File: src/rtl/mul_issue_arbiter_if.sv
// Shared types and handshake bundle for mul_issue_arbiter.
// mul_issue_pkg carries the multiply decode word. The interface groups the
// requester side (reservation stations) and the multiply-unit side.
// Modport "slave" is the arbiter's view. Modport "master" is the
// environment's view: the reservation stations and the multiply unit.

package mul_issue_pkg;
  // Decode bits handed through to the multiply unit untouched.
  typedef struct packed {
    logic is_signed;  // signed multiply
    logic high_word;  // return the upper 32 bits of the product
    logic set_ov;     // update XER[OV/SO]
    logic set_cr0;    // record form, update CR0
  } mul_decode_t;
endpackage

interface mul_issue_arbiter_if #(
  parameter int NUM_REQ     = 4,
  parameter int RS_ID_WIDTH = 5
);
  import mul_issue_pkg::*;

  // Requester side
  logic [0:NUM_REQ-1]                  req_valid;
  logic [0:NUM_REQ-1]                  req_ready;
  logic [0:NUM_REQ-1][0:RS_ID_WIDTH-1] req_rs_id;
  logic [0:NUM_REQ-1][0:4]             req_result_reg_addr;
  logic [0:NUM_REQ-1][0:31]            req_op1;
  logic [0:NUM_REQ-1][0:31]            req_op2;
  logic [0:NUM_REQ-1][0:31]            req_xer;
  mul_decode_t [0:NUM_REQ-1]           req_control;

  // Multiply-unit side
  logic                    mul_valid;
  logic                    mul_ready;
  logic [0:RS_ID_WIDTH-1]  mul_rs_id;
  logic [0:4]              mul_result_reg_addr;
  logic [0:31]             mul_op1;
  logic [0:31]             mul_op2;
  logic [0:31]             mul_xer;
  mul_decode_t             mul_control;
  logic                    mul_done;
  logic [0:3]              inflight_cnt;

  modport slave (
    input  req_valid, req_rs_id, req_result_reg_addr, req_op1, req_op2,
           req_xer, req_control, mul_ready, mul_done,
    output req_ready, mul_valid, mul_rs_id, mul_result_reg_addr, mul_op1,
           mul_op2, mul_xer, mul_control, inflight_cnt
  );

  modport master (
    output req_valid, req_rs_id, req_result_reg_addr, req_op1, req_op2,
           req_xer, req_control, mul_ready, mul_done,
    input  req_ready, mul_valid, mul_rs_id, mul_result_reg_addr, mul_op1,
           mul_op2, mul_xer, mul_control, inflight_cnt
  );
endinterface

File: src/rtl/mul_issue_arbiter.sv
// mul_issue_arbiter: shares one pipelined multiply unit between NUM_REQ
// reservation stations.
// A round-robin grant loads the chosen requester's op into a registered
// issue slot. The slot feeds the multiply unit's valid/ready port. An
// in-flight credit counter caps the number of ops between slot load and
// mul_done at MAX_INFLIGHT, so the unit's pipe never stalls back into issue.
// Optional feature: define MUL_ARB_STATS_EN to add the stat_issued,
// stat_credit_stall and stat_slot_stall counter ports.

module mul_issue_arbiter #(
  parameter int NUM_REQ      = 4,
  parameter int RS_ID_WIDTH  = 5,
  parameter int MAX_INFLIGHT = 4
) (
  input  logic               clk,
  input  logic               rst,
  mul_issue_arbiter_if.slave bus
`ifdef MUL_ARB_STATS_EN
  ,
  output logic [0:31]        stat_issued,
  output logic [0:31]        stat_credit_stall,
  output logic [0:31]        stat_slot_stall
`endif
);

  localparam int PTR_W = $clog2(NUM_REQ);

  typedef enum logic {S_EMPTY, S_FULL} slot_state_t;

  slot_state_t      state;
  logic [PTR_W-1:0] rr_ptr;
  logic [PTR_W-1:0] grant;
  logic             any_req;
  logic             slot_free;
  logic             credit_ok;
  logic             load;
  logic             retire;
  logic [3:0]       cnt;

  assign any_req   = |bus.req_valid;
  assign slot_free = (state == S_EMPTY) || bus.mul_ready;
  assign credit_ok = (cnt < 4'(MAX_INFLIGHT)) || bus.mul_done;
  assign load      = !rst && slot_free && credit_ok && any_req;
  // A mul_done with nothing in flight is ignored, so the count never wraps below 0.
  assign retire    = bus.mul_done && (cnt != 4'd0);

  assign bus.mul_valid    = (state == S_FULL);
  assign bus.inflight_cnt = cnt;

  // Round-robin search: first valid requester at or above rr_ptr, wrapping.
  always_comb begin
    logic [PTR_W:0]   sum;
    logic [PTR_W-1:0] cand;
    logic             found;
    // NOTE: every variable gets a value before any branch, so no latch can be inferred.
    grant = rr_ptr;
    found = 1'b0;
    sum   = '0;
    cand  = '0;
    for (int k = 0; k < NUM_REQ; k++) begin
      sum = {1'b0, rr_ptr} + (PTR_W+1)'(k);
      if (sum >= (PTR_W+1)'(NUM_REQ)) sum = sum - (PTR_W+1)'(NUM_REQ);
      cand = sum[PTR_W-1:0];
      if (!found && bus.req_valid[cand]) begin
        grant = cand;
        found = 1'b1;
      end
    end
  end

  // Accept strobe: one-hot on the granted requester, only in a load cycle.
  always_comb begin
    bus.req_ready = '0;
    if (load) bus.req_ready[grant] = 1'b1;
  end

  // Issue-slot FSM, payload capture and round-robin pointer.
  always_ff @(posedge clk) begin
    // NOTE: sequential state uses non-blocking assignments so every flop samples pre-edge values.
    if (rst) begin
      state  <= S_EMPTY;
      rr_ptr <= '0;
      // NOTE: the payload is reset too, so mul_* never shows stale data after reset.
      bus.mul_rs_id           <= '0;
      bus.mul_result_reg_addr <= '0;
      bus.mul_op1             <= '0;
      bus.mul_op2             <= '0;
      bus.mul_xer             <= '0;
      bus.mul_control         <= '0;
    end else begin
      case (state)
        S_EMPTY: if (load) state <= S_FULL;
        S_FULL:  if (bus.mul_ready && !load) state <= S_EMPTY;
        default: state <= S_EMPTY;
      endcase
      if (load) begin
        bus.mul_rs_id           <= bus.req_rs_id[grant];
        bus.mul_result_reg_addr <= bus.req_result_reg_addr[grant];
        bus.mul_op1             <= bus.req_op1[grant];
        bus.mul_op2             <= bus.req_op2[grant];
        bus.mul_xer             <= bus.req_xer[grant];
        bus.mul_control         <= bus.req_control[grant];
        if (int'(grant) == NUM_REQ - 1) rr_ptr <= '0;
        else                            rr_ptr <= grant + 1'b1;
      end
    end
  end

  // In-flight credit counter: +1 per slot load, -1 per retired op.
  always_ff @(posedge clk) begin
    if (rst)                    cnt <= 4'd0;
    else if (load && !retire)   cnt <= cnt + 4'd1;
    else if (!load && retire)   cnt <= cnt - 4'd1;
  end

`ifdef MUL_ARB_STATS_EN
  // Free-running event counters; they wrap at 2^32.
  always_ff @(posedge clk) begin
    if (rst) begin
      stat_issued       <= '0;
      stat_credit_stall <= '0;
      stat_slot_stall   <= '0;
    end else begin
      if (load) stat_issued <= stat_issued + 32'd1;
      if (any_req && slot_free && !credit_ok)
        stat_credit_stall <= stat_credit_stall + 32'd1;
      if (bus.mul_valid && !bus.mul_ready)
        stat_slot_stall <= stat_slot_stall + 32'd1;
    end
  end
`endif

endmodule

File: src/flat_wrapper.sv
// flat-port wrapper written by rule: the top's interface ports become plain ports
module mul_issue_arbiter_flat 
#(
  parameter int NUM_REQ      = 4,
  parameter int RS_ID_WIDTH  = 5,
  parameter int MAX_INFLIGHT = 4
)
  (clk, rst, bus_req_valid, bus_req_rs_id, bus_req_result_reg_addr, bus_req_op1, bus_req_op2, bus_req_xer, bus_req_control, bus_mul_ready, bus_mul_done, bus_req_ready, bus_mul_valid, bus_mul_rs_id, bus_mul_result_reg_addr, bus_mul_op1, bus_mul_op2, bus_mul_xer, bus_mul_control, bus_inflight_cnt);
  mul_issue_arbiter_if #(.NUM_REQ(NUM_REQ), .RS_ID_WIDTH(RS_ID_WIDTH)) bus_i ();
  input  logic clk;
  input  logic rst;
  input wire logic [$bits(bus_i.req_valid)-1:0] bus_req_valid;
  input wire logic [$bits(bus_i.req_rs_id)-1:0] bus_req_rs_id;
  input wire logic [$bits(bus_i.req_result_reg_addr)-1:0] bus_req_result_reg_addr;
  input wire logic [$bits(bus_i.req_op1)-1:0] bus_req_op1;
  input wire logic [$bits(bus_i.req_op2)-1:0] bus_req_op2;
  input wire logic [$bits(bus_i.req_xer)-1:0] bus_req_xer;
  input wire logic [$bits(bus_i.req_control)-1:0] bus_req_control;
  input wire logic [$bits(bus_i.mul_ready)-1:0] bus_mul_ready;
  input wire logic [$bits(bus_i.mul_done)-1:0] bus_mul_done;
  output wire logic [$bits(bus_i.req_ready)-1:0] bus_req_ready;
  output wire logic [$bits(bus_i.mul_valid)-1:0] bus_mul_valid;
  output wire logic [$bits(bus_i.mul_rs_id)-1:0] bus_mul_rs_id;
  output wire logic [$bits(bus_i.mul_result_reg_addr)-1:0] bus_mul_result_reg_addr;
  output wire logic [$bits(bus_i.mul_op1)-1:0] bus_mul_op1;
  output wire logic [$bits(bus_i.mul_op2)-1:0] bus_mul_op2;
  output wire logic [$bits(bus_i.mul_xer)-1:0] bus_mul_xer;
  output wire logic [$bits(bus_i.mul_control)-1:0] bus_mul_control;
  output wire logic [$bits(bus_i.inflight_cnt)-1:0] bus_inflight_cnt;
  assign bus_i.req_valid = bus_req_valid;
  assign bus_i.req_rs_id = bus_req_rs_id;
  assign bus_i.req_result_reg_addr = bus_req_result_reg_addr;
  assign bus_i.req_op1 = bus_req_op1;
  assign bus_i.req_op2 = bus_req_op2;
  assign bus_i.req_xer = bus_req_xer;
  assign bus_i.req_control = bus_req_control;
  assign bus_i.mul_ready = bus_mul_ready;
  assign bus_i.mul_done = bus_mul_done;
  assign bus_req_ready = bus_i.req_ready;
  assign bus_mul_valid = bus_i.mul_valid;
  assign bus_mul_rs_id = bus_i.mul_rs_id;
  assign bus_mul_result_reg_addr = bus_i.mul_result_reg_addr;
  assign bus_mul_op1 = bus_i.mul_op1;
  assign bus_mul_op2 = bus_i.mul_op2;
  assign bus_mul_xer = bus_i.mul_xer;
  assign bus_mul_control = bus_i.mul_control;
  assign bus_inflight_cnt = bus_i.inflight_cnt;
  mul_issue_arbiter #(.NUM_REQ(NUM_REQ), .RS_ID_WIDTH(RS_ID_WIDTH), .MAX_INFLIGHT(MAX_INFLIGHT)) u_core (.clk(clk), .rst(rst), .bus(bus_i));
endmodule
File: config.mk
export PLATFORM = sky130hd
export DESIGN_NAME = mul_issue_arbiter_flat
export DESIGN_NICKNAME = d
export VERILOG_FILES = /design/src/rtl/mul_issue_arbiter_if.sv /design/src/rtl/mul_issue_arbiter.sv /design/src/flat_wrapper.sv
export SDC_FILE = /design/constraint.sdc
export NUM_CORES = 1
export LEC_CHECK = 0
export ABC_AREA = 1
export CAP_MARGIN = 0
export CORE_AREA = 5 5 216 218
export DETAILED_ROUTE_END_ITERATION = 8
export DIE_AREA = 0 0 221 223
export RECOVER_POWER = 50
export REMOVE_ABC_BUFFERS = 1
export SLEW_MARGIN = 10
export SYNTH_ARGS = -nofsm -noshare
export SYNTH_HDL_FRONTEND = slang
export SYNTH_SLANG_ARGS = --single-unit
File: constraint.sdc
create_clock -name clk -period 4.88 [get_ports clk]
set_input_delay 1.464 -clock clk [delete_from_list [all_inputs] [get_ports clk]]
set_output_delay 1.464 -clock clk [all_outputs]
set_load 0.01 [all_outputs]
==> results.sh <==
export IMPL_status="finished, final reports clean"
export IMPL_cpPeakStageDelay_ps=280
export IMPL_wl_um=43600
export IMPL_num_vias=12500
export IMPL_rows=78
export IMPL_reg2regPathDepth=17
export IMPL_ys_warn_count=0
export IMPL_coreArea_um2=44700
export IMPL_power_mw=9.28
export IMPL_clock_skew_ps=8.79
export IMPL_netlist_area_leader_share_pct=25.3
export IMPL_required_ps=3420
export IMPL_antenna_found_initial=0
export IMPL_cts_buffers=17
export IMPL_power_switching_mw=4.71
export IMPL_htreeDepth=4
export IMPL_top_level_ports=567
export IMPL_crit_chain="dlygate4sd2_1 > nand2_2 > nand3_1 > nand2_2 > inv_1 > nor2_4 > buf_4 > nand3_4 > nand2_8 > buf_4 > ha_1 > inv_1 > nor2_1 > buf_4 > buf_12"
export IMPL_crit_slowest_cell="dlygate4sd2_1"
export IMPL_placedInstanceArea_um2=15300
export IMPL_drive_gt1_share_pct=3.72
export IMPL_crit_top_cell="buf_4"
export IMPL_vias_per_cell=4.50
export IMPL_synth_cell_types=26
export IMPL_path_class="input pin to primary output"
export IMPL_postRouteAntennaNets=0
export IMPL_critical_path_buf_inv_count=7
export IMPL_wire_per_inst_um=15.7
export IMPL_area_delta_synth_final_pct=72.5
export IMPL_peakVddDrop_uv=685
export IMPL_synth_area_leader_cell="dfxtp_1"
export IMPL_cp_start_kind="input pin"
export IMPL_clk_pin_slew_ps=50
export IMPL_crit_path_max_fanout=4
export IMPL_setup_violations=0
export IMPL_overflow=0
export IMPL_p_per_area_nw_per_um2=581
export IMPL_hold_viol=0
export IMPL_arrival_ps=3290
export IMPL_drv_slew=0
export IMPL_fin_crit_sh_pct=97.4
export IMPL_tritoncts="built"
export IMPL_seq_area_frac_synth_pct=25.3
export IMPL_drcViolationCount=0
export IMPL_clk_insertion_delay_late_ps=430
export IMPL_synth_edf_count=0
export IMPL_gp_congestion=0.924
export IMPL_hold_depth=2
export IMPL_pwr_share_seq_pct=16.7
export IMPL_die_y_um=223
export IMPL_syn_area_per_cell_um2=5.48
export IMPL_initial_core_util_pct=20.7
export IMPL_crit_path_end_kind="primary output"
export IMPL_async_reset_ff_share_pct=0
export IMPL_die_w_um=221
export IMPL_io_buffers=566
export IMPL_cp_top_family="buffers and inverters"
export IMPL_intPower_mw=4.56
export IMPL_clockBufferDepth=2
export IMPL_fin_nets=2620
export IMPL_rsz0062_at_grt="false"
export IMPL_finalCriticalPeriod_ps=4750
export IMPL_synth_top_cells_by_area="dfxtp_1, nand3_1, nand2_1"
export IMPL_fmax_ghz=0.210
export IMPL_cts_root_buf="clkbuf_16"
export IMPL_hpwlAfterDp_um=32800
export IMPL_ys_top_cells_by_count="nand2_1, nand3_1, inv_1"
export IMPL_p_comb_share_pct=68.6
export IMPL_numClockSinks=117
export IMPL_final_area_um2=16000
export IMPL_slew_headroom_pct=37.7
export IMPL_maxCapViolCount=0
export IMPL_gr_usage_all_layers_pct=16.8
export IMPL_grt_pass1_wl_um=67900
export IMPL_grt_max_degree=118
export IMPL_antenna_cells=0
export IMPL_drt_first_pass_iters=5
export IMPL_sw_frac_of_total_pct=50.8
export IMPL_synth_ff_type="dfxtp_1"
export IMPL_hp_class="register to register"
export IMPL_pwr_share_clk_pct=14.7
export IMPL_ys_ff_latch=117
export IMPL_worst_pin_slew_ps=935
export IMPL_crit_cells=15
export IMPL_drtIter0Drc=789
export IMPL_synth_area_um2=9250
export IMPL_post_cts_buffers=0
export IMPL_dieArea_um2=49300
export IMPL_yosysMostFrequentCell="nand2_1"
export IMPL_grt_pass1_vias=12431
export IMPL_n_fill_cell=4923
export IMPL_synthCells=1687
export IMPL_power_leakage_nw=7.76
routing by layer:
layer	vias to the layer above	wire length (µm)	global-route usage, %
met5	-	0	0
met4	0	1370	6.56
met3	59	3240	4.57
met2	515	21400	29.2
met1	5667	17600	19.8
li1	6259	-	-
logic make-up after synthesis:
family	synth area share (%)
adder cells (fa/ha/maj)	1.16
AO/OA/AOI/OAI	6.94
flip-flops	25.3
AND/OR/NAND/NOR	49.7
XOR/XNOR	0.189
buffers and inverters	16.7
area by class of cell:
cell class              instances  area, µm²  share of cell area, %
clock buffers                  20        457                   2.86
clock inverters                12        176                   1.11
inverters                     242        913                   5.73
multi-input cells            1194       5420                   34.0
flip-flops and latches        117       2340                   14.7
well taps                     600        751                   4.71
repair buffers                592       5900                   37.0
metrics by stage:
stage          util (%)  setup WS (ps)  TNS, ps  instances  hold slack [ps]
4_1_cts            35.7            103        0       2777              463
2_1_floorplan         -          -5890  -521620       1553              484
3_5_place_dp       34.3           -347     -966       2745              454
5_1_grt            35.7           9.72        0       2777              475
6_report           35.7            126        0       2777              460
3_3_place_gp       34.3           -281     -683       2745              450
cell usage in the layout (no fill, tap or decap), types with 4 or more instances in the layout:
cell type	instances
dlygate4sd3_1	115
nand2_2	7
inv_1	237
o21ai_0	4
a21oi_1	115
nand2_1	591
dlygate4sd2_1	6
nand3_1	446
nor2_1	5
bufinv_16	4
buf_12	4
clkbuf_16	17
buf_4	25
clkdlybuf4s50_1	442
ha_1	7
dfxtp_1	117
what timing repair did:
item,in CTS,in global routing
hold buffers,0,0
gates cloned,0,0
setup endpoints to repair,4,1
pin swaps,2,1
resized for setup,11,0
sequential cells by signal (all words and copies together) (netlist names):
name and cells:
u_core.bus.inflight_cnt 4, u_core.bus.mul_control 4, u_core.bus.mul_op1 32, u_core.bus.mul_op2 32, u_core.bus.mul_result_reg_addr 5, u_core.bus.mul_rs_id 5
u_core.bus.mul_valid 1, u_core.bus.mul_xer 32, u_core.rr_ptr 2
worst min-delay path, cell delays in order, from the launching register on:
cell and delay (ps):
dfxtp_1 300, nand2_1 60, a21oi_1 50
power groups by stage:
stage	clock network, mW	registers (mW)	logic [mW]
after global placement	0	1.56	6.49
after detailed placement	0	1.58	6.51
final	1.37	1.55	6.36
after CTS	1.42	1.57	6.55
after floorplan	0	1.72	3.77
after global routing	1.45	1.60	7.10
path summary, 6_finish.rpt:
kind	start	end	slack [ps]
max	bus_req_valid[0]	bus_req_ready[3]	130
min	u_core.bus.mul_xer[6]	u_core.bus.mul_xer[6]	460
max reg2reg	u_core.rr_ptr[0]	u_core.bus.mul_xer[24]	1170
min reg2reg	u_core.bus.mul_xer[6]	u_core.bus.mul_xer[6]	460
Note: power is estimated with default switching activity, not from simulation.
